--- config.mk ---
export PLATFORM = sky130hd
export DESIGN_NAME = ikaopll_pg
export DESIGN_NICKNAME = d
export VERILOG_FILES = /design/src/rtl/ikaopll_pkg.sv /design/src/rtl/ikaopll_pg_inc.sv /design/src/rtl/ikaopll_pg.sv
export SDC_FILE = /design/constraint.sdc
export NUM_CORES = 1
export LEC_CHECK = 0
export CAP_MARGIN = 5
export CORE_MARGIN = 5
export CORE_UTILIZATION = 29
export CTS_CLUSTER_SIZE = 8
export DETAILED_ROUTE_END_ITERATION = 6
export PLACE_DENSITY = 0.55
export SKIP_CTS_REPAIR_TIMING = 1
export SYNTH_ARGS = -nofsm -noshare
export SYNTH_HDL_FRONTEND = slang
export SYNTH_HIERARCHICAL = 1
export SYNTH_SLANG_ARGS = --single-unit
--- constraint.sdc ---
create_clock -name i_EMUCLK -period 3 [get_ports i_EMUCLK]
set_input_delay 0.3 -clock i_EMUCLK [delete_from_list [all_inputs] [get_ports i_EMUCLK]]
set_output_delay 0.3 -clock i_EMUCLK [all_outputs]
set_load 0.01 [all_outputs]
--- src/rtl/ikaopll_pkg.sv ---
// Shared constants and table helpers for the phase generator.
package ikaopll_pkg;
  localparam int NSLOT   = 18;
  localparam int PHASE_W = 19;
  localparam int INC_W   = 20;
  localparam logic [4:0] LAST_SLOT = 5'(NSLOT - 1);

  // Doubled multiplier table; the half-step code 0 (x0.5) becomes 1.
  function automatic logic [4:0] mul2_lut(input logic [3:0] mul);
    logic [4:0] r;
    case (mul)
      4'd0:  r = 5'd1;
      4'd1:  r = 5'd2;
      4'd2:  r = 5'd4;
      4'd3:  r = 5'd6;
      4'd4:  r = 5'd8;
      4'd5:  r = 5'd10;
      4'd6:  r = 5'd12;
      4'd7:  r = 5'd14;
      4'd8:  r = 5'd16;
      4'd9:  r = 5'd18;
      4'd10: r = 5'd20;
      4'd11: r = 5'd20;
      4'd12: r = 5'd24;
      4'd13: r = 5'd24;
      4'd14: r = 5'd30;
      default: r = 5'd30;
    endcase
    return r;
  endfunction

  // Vibrato magnitude taken from the top F-number bits.
  function automatic logic [2:0] pm_offset(input logic [8:0] fnum, input logic pm_en,
                                           input logic [1:0] pm_sel);
    logic [2:0] r;
    if (!pm_en || pm_sel == 2'd0) r = 3'd0;
    else if (pm_sel[0])           r = {1'b0, fnum[8:7]};
    else                          r = fnum[8:6];
    return r;
  endfunction
endpackage

--- src/rtl/ikaopll_pg_inc.sv ---
// Combinational phase increment: FNUM + vibrato, octave shift, multiplier.
module ikaopll_pg_inc
  import ikaopll_pkg::*;
(
  input  logic [8:0]       i_fnum,
  input  logic [2:0]       i_block,
  input  logic [3:0]       i_mul,
  input  logic             i_pm_en,
  input  logic [2:0]       i_pmval,
  output logic [INC_W-1:0] o_inc
);
  logic [2:0]  m;
  logic [9:0]  f;
  logic [16:0] shl;
  logic [15:0] b;
  logic [20:0] prod;

  // PM offset applied to FNUM, then block shift and multiplier scaling.
  always_comb begin
    m    = pm_offset(i_fnum, i_pm_en, i_pmval[1:0]);
    // m never exceeds FNUM, so the subtract cannot wrap.
    f    = i_pmval[2] ? ({1'b0, i_fnum} - {7'd0, m}) : ({1'b0, i_fnum} + {7'd0, m});
    shl  = {7'd0, f} << i_block;
    b    = 16'(shl >> 1);
    prod = {5'd0, b} * {16'd0, mul2_lut(i_mul)};
    o_inc = INC_W'(prod >> 1);
  end
endmodule

--- src/rtl/ikaopll_pg.sv ---
// Phase generator: slot counter, increment pipeline, 18-entry rotating accumulators.
module ikaopll_pg
  import ikaopll_pkg::*;
(
  input  logic       i_EMUCLK,
  input  logic       i_RST_n,
  input  logic       i_phi1_NCEN_n,
  input  logic       i_CYCLE_00,
  input  logic [3:0] i_TEST,
  input  logic [8:0] i_FNUM,
  input  logic [2:0] i_BLOCK,
  input  logic [3:0] i_MUL,
  input  logic       i_PM_EN,
  input  logic [2:0] i_PMVAL,
  input  logic       i_PG_RST,
  output logic [9:0] o_PHASE,
  output logic [4:0] o_SLOT
);
  logic tick;
  assign tick = ~i_phi1_NCEN_n;

  logic unused_test;
  assign unused_test = ^{i_TEST[3], i_TEST[1:0]};

  logic [INC_W-1:0]   inc_w;
  logic [4:0]         slot_q, slot_d;
  logic [INC_W-1:0]   inc_q, inc_d;
  logic               rst_q, rst_d;
  logic [PHASE_W-1:0] acc_q [NSLOT];
  logic [PHASE_W-1:0] acc_d [NSLOT];
  logic [9:0]         phase_q, phase_d;
  logic [4:0]         oslot_q, oslot_d;

  ikaopll_pg_inc u_inc (
    .i_fnum  (i_FNUM),
    .i_block (i_BLOCK),
    .i_mul   (i_MUL),
    .i_pm_en (i_PM_EN),
    .i_pmval (i_PMVAL),
    .o_inc   (inc_w)
  );

  // Stage 1: slot counter (doubles as the stage-1 slot tag), registered inc and key-on reset.
  always_comb begin
    slot_d = slot_q;
    inc_d  = inc_q;
    rst_d  = rst_q;
    if (tick) begin
      if (i_CYCLE_00 || slot_q == LAST_SLOT) slot_d = '0;
      else                                   slot_d = slot_q + 5'd1;
      inc_d = inc_w;
      rst_d = i_PG_RST;
    end
  end

  // Stage 2: rotate storage, head is this slot's phase; updated value goes to the tail.
  always_comb begin
    acc_d   = acc_q;
    phase_d = phase_q;
    oslot_d = oslot_q;
    if (tick) begin
      for (int i = 0; i < NSLOT - 1; i++) acc_d[i] = acc_q[i+1];
      acc_d[NSLOT-1] = (rst_q || i_TEST[2]) ? '0
                     : PHASE_W'({1'b0, acc_q[0]} + inc_q);
      phase_d = acc_q[0][PHASE_W-1 -: 10];
      oslot_d = slot_q;
    end
  end

  // State registers with asynchronous clear.
  always_ff @(posedge i_EMUCLK or negedge i_RST_n) begin
    if (!i_RST_n) begin
      slot_q  <= '0;
      inc_q   <= '0;
      rst_q   <= 1'b0;
      phase_q <= '0;
      oslot_q <= '0;
      for (int i = 0; i < NSLOT; i++) acc_q[i] <= '0;
    end else begin
      slot_q  <= slot_d;
      inc_q   <= inc_d;
      rst_q   <= rst_d;
      phase_q <= phase_d;
      oslot_q <= oslot_d;
      for (int i = 0; i < NSLOT; i++) acc_q[i] <= acc_d[i];
    end
  end

  assign o_PHASE = phase_q;
  assign o_SLOT  = oslot_q;
endmodule

# After elaboration in Yosys (flattened, before gate mapping)
# Memories as Yosys holds them, arrays and structs flattened.
# Index checks and enable logic that the tools add are counted.
# word_totals
romBits	80
mem_bits_rw	0
register_bits	382
word_cells	41
inputBits	29
output_inout_bits	15
memories	1
latch_bits	0
# classes
n_addsub	4
n_shift	1
muxes	5
n_bitwise	0
eq_ne	1
n_mul	1
magnitude_cmp	0
reduce_logical	5
div_mod_pow	0
# memory_table
memory	words	width	read_ports	rd_ports_with_merged_regs	wr	line_no	text
(name not given)	16	5	1	0	0	ikaopll_pkg.sv:11	case (mul)
# ops
op	n
$mul A16 B5 Y20	1
$add A19 B19 Y19	1
$mux W19	1
$shl A10 B3 Y17	1
$add A9 B3 Y10	1
$mux W10	1
$sub A9 B3 Y10	1
$mux W3	2
$add A5 B1 Y5 const B	1
$eq A5 B5 Y1 const B	1
$mux W5	1
$logic_or A1 B1 Y1	3
$logic_not A2 Y1	1
$logic_not A1 Y1	1

# Longest topological paths before layout
# Gate-level depths: netlist of the first run.
# logic_depth
word_depth	7
depth_mapped	27
ltp_nobuf	26

# Modules after synthesis
# Netlist of the first run, hierarchy kept.
# by_module_without_submodules
mod	seq_area_each_um2	cells_per_inst	area_each_um2	instances
ikaopll_pg	9559.2	972	15035.7	1
ikaopll_pg_inc	0.0	528	3997.6	1

# Worst setup path after synthesis of the first run
# Ideal clock, no wire load.
# synth_timing
path_kind	in2reg
start	input port i_FNUM[6]
end	register inc_q[17]
path_slack_ns	-3.436
arrival_ns	6.311
path_stages	26
n_path_buf	1
setup_time_ns	0.125
path_cell_list	nor2b_1 -> a22o_1 -> nand2_1 -> ha_1 -> ha_1 -> a21oi_1 -> ha_1 -> buf_6 -> a211o_4 -> and4_1 -> o21a_1 -> a311o_4 -> nor4_4 -> nor3_1 -> fa_1 -> fa_1 -> inv_1 -> fa_1 -> inv_1 -> ha_1 -> and4_1 -> or3b_2 -> o21ai_0 -> o41ai_1 -> xnor2_1 -> mux2_2
# synth_between
elab_chain_len	6
elab_cells_between_ends	7
classes_between	add/sub: 2; mul: 1; shift: 1; mux: 3
# synth_rtl
element	line_no	text
from (decl)	ikaopll_pg.sv:10	input logic [8:0] i_FNUM,
$mux W3	ikaopll_pkg.sv:37	else if (pm_sel[0]) r = {1'b0, fnum[8:7]};
$mux W3	ikaopll_pkg.sv:36	if (!pm_en || pm_sel == 2'd0) r = 3'd0;
$add A9 B3 Y10 / $sub A9 B3 Y10 (equally long branches)	ikaopll_pg_inc.sv:22	f = i_pmval[2] ? ({1'b0, i_fnum} - {7'd0, m}) : ({1'b0, i_fnum} + {7'd0, m});
$mux W10 *	ikaopll_pg_inc.sv:22	
$shl A10 B3 Y17 *	ikaopll_pg_inc.sv:23	shl = {7'd0, f} << i_block;
$mul A16 B5 Y20 *	ikaopll_pg_inc.sv:25	prod = {5'd0, b} * {16'd0, mul2_lut(i_mul)};
named net inc_w[17]	ikaopll_pg.sv:25	logic [INC_W-1:0] inc_w;
to (signal assigned)	ikaopll_pg.sv:81	inc_q <= inc_d;
to (decl)	ikaopll_pg.sv:27	logic [INC_W-1:0] inc_q, inc_d;
# The timed path passes the listed nets; every way through them passes the cells marked *.
# A chain may end at the register's enable or synchronous reset.

# Worst setup path in the final report of the first run
# layout_timing
start	input port i_FNUM[7]
end	register inc_q[16]
# Same word-level chain as after synthesis.

==> results.yml, run 1 <==
global_routing:
  grt.total_usage_pct: 11.05
  antenna_found_initial: 0
  grt_pass1_vias: 12750
  grt_max_degree: 119
  overflow: 0
  grt_pass1_wl_um: 66060
power:
  p_clk_share_pct: 28.2
  ir_drop_v: 0.0004794
  powerDensity_nw_per_um2: 791.1
  p_int_w: 0.01343
  pwr-share-comb_pct: 31.0
  switching_power_w: 0.005693
  power.share.switching_pct: 29.76
  pwr-share-seq_pct: 40.8
  leakage_nw: 11.50
floorplanning:
  rows: 93
  start_util_pct: 29.35
  die_h_um: 265.9
  core_region_area_sq_um: 64700
  die_w_um: 265.9
  die_area_sq_um: 70690
  pin_count: 44
finish:
  drive_gt1_share_pct: 44.40
  antenna_cells: 0
  fin_cells: 2596
  ff_latch_area_sq_um: 9559
  syn2layout_area_growth_pct: 27.35
  final_area_sq_um: 24180
  multi_input_area_sq_um: 9617
  fillers: 6292
  nNetsFinal: 1869
critical_path:
  r2r-start: "inc_q[0]$_DFFE_PN0N_"
  cp.required_ns: 3.46
  crit_path_start_kind: "primary input"
  r2r_slack_ns: 0.23
  crit_type: "in2reg"
  critical_path.most_common_cell: "ha_4"
  crit_family: "adder cells"
  worstPathMaxFanout: 6
  worstSetupEndpointType: "flip-flop"
  cp_slowest_cell: "fa_1"
  r2r_cells: 8
  crit_arrival_ns: 6.28
  timing.rr.end: "acc_q[12]$_DFFE_PN0N_"
  path_buf_inv: 5
  max_stage_delay_ns: 0.55
clocking:
  tritoncts: "yes"
  clk_pin_slew_worst_paths_ns: 0.05
  clockBufferDepth: 3
  clock_latency_ns: 0.60
  cts_made_buffers: 54
  cts.htree.levels: 2
  cts.sinks: 382
  cts_root_buf: "clkbuf_16"
drt:
  vias: 12190
  routed_wl_um: 39060
  via_per_inst: 4.695
  ant_nets: 0
  firstDrtPassIters: 5
  drt_iter0_markers: 538
  wl_per_cell_um: 15.04
  remaining_drc_errors: 0
hold_path:
  hp-start: "i_phi1_NCEN_n"
  min_path_cells: 3
  hp-class: "in2reg"
  min_to: "acc_q[3]$_DFFE_PN0N_"
flow_run:
  maxCapViolations: 0
synthesis:
  yosysWarnings: 6
  avgSynthCellArea_sq_um: 12.72
  syn_inst: 1493
  synth_nets: 1626
  netlist_area_sq_um: 18990
status:
  failed_checks: "setup timing"
  status: "finished, violations left"
placement:
  hpwl_um: 27780
  port_buffers: 40
  gp_congestion: 0.8774
  pre_cts_slack_ns: -4.213
  dpl.cell_count: 2523
  placed_area_sq_um: 21960
timing:
  finalCriticalPeriod_ns: 5.820
  fin_crit_sh_pct: 194.0
  tns_ns: -40.77
  finalWorstSetupSlack_ns: -2.820
  fmax_mhz: 171.8
  clock_skew_ns: 0.05488
  slew_headroom_pct: 50.57
  final_hold_viol_count: 0
  slew_violations: 0
  tightest_slew_ns: 0.7415
  setup_viol: 18
  rsz0062_at_grt: "yes"
==> how the worst max path moves through the flow <==
stage | from | to | slack (ns) | depth (start not counted)
2_1_floorplan | i_FNUM[6] | inc_q[16]$_DFFE_PN0N_ | -3.25 | 26
3_3_place_gp | i_PMVAL[0] | inc_q[17]$_DFFE_PN0N_ | -4.15 | 28
3_5_place_dp | i_PMVAL[0] | inc_q[16]$_DFFE_PN0N_ | -4.21 | 28
4_1_cts | i_PMVAL[0] | inc_q[16]$_DFFE_PN0N_ | -3.60 | 28
5_1_grt | i_PMVAL[0] | inc_q[16]$_DFFE_PN0N_ | -3.05 | 28
6_report | i_FNUM[7] | inc_q[16]$_DFFE_PN0N_ | -2.82 | 28
==> per-stage QoR <==
| step | util [%] | total power (W) | hold WS, ns |
|---|---|---|---|
| 2_1_floorplan | - | 0.01157 | 0.004409 |
| 3_3_place_gp | 33.94 | 0.01330 | 0.3934 |
| 3_5_place_dp | 33.94 | 0.01349 | 0.3942 |
| 4_1_cts | 36.25 | 0.01906 | -0.2497 |
| 5_1_grt | 37.37 | 0.02047 | 0.2224 |
| 6_report | 37.37 | 0.01913 | 0.2323 |
==> placed cells by master, fill, tap and decap left out, drive strengths merged, types with 18 or more instances in the layout <==
cell type / count
ha: 60
inv: 68
clkbuf: 57
fa: 44
clkdlybuf4s50: 31
nor2: 50
dfrtp: 382
nand3: 29
mux2: 358
a21oi: 44
o21ai: 53
nor3: 36
buf: 219
nand2: 70
xnor2: 18
==> power groups by stage <==
stage	Sequential [W]	Combinational (W)	Clock (W)
finish	0.00780	0.00593	0.00540
global route	0.00804	0.00661	0.00583
CTS	0.00784	0.00561	0.00561
detailed placement	0.00792	0.00557	0
global placement	0.00785	0.00545	0
floorplan	0.00758	0.00399	0
==> per-layer routing <==
metal	part of all wire, %	vias up	wire length, um	GRT usage (%)
met5	0	-	0	0
met3	3.6	51	1397	2.087
met2	46	164	17910	17.19
li1	-	5830	-	-
met1	49	6144	19040	15.97
met4	1.8	0	701	2.825
==> sequential cells by signal, summed over array words and instances (netlist names) <==
| signal | flops |
|---|---|
| acc_q | 342 |
| inc_q | 19 |
| o_PHASE | 10 |
| o_SLOT | 5 |
| rst_q | 1 |
| slot_q | 5 |
==> tightest hold or removal path, cell delays in order <==
cell and delay, ns:
buf_8 0.22, nand2_1 0.10, o21ai_0 0.07
==> cell type report <==
type | instances | area share [%]
Sequential cell | 382 | 39.53
Timing Repair Buffer | 255 | 8.973
Tap cell | 855 | 4.424
Inverter | 72 | 1.118
Clock buffer | 56 | 5.661
Clock inverter | 5 | 0.5175
Multi-Input combinational cell | 971 | 39.77
Note: power is estimated with default switching activity, not from simulation.
==> inputs of run 2 (changes only) <==
--- a/config.mk
+++ b/config.mk
@@ -5,6 +5,7 @@
 export SDC_FILE = /design/constraint.sdc
 export NUM_CORES = 1
 export LEC_CHECK = 0
+export ABC_CLOCK_PERIOD_IN_PS = 3000
 export CAP_MARGIN = 5
 export CORE_MARGIN = 5
 export CORE_UTILIZATION = 29
==> results of run 2 <==
Final layout, timing and power as in run 1 (identical DEF).
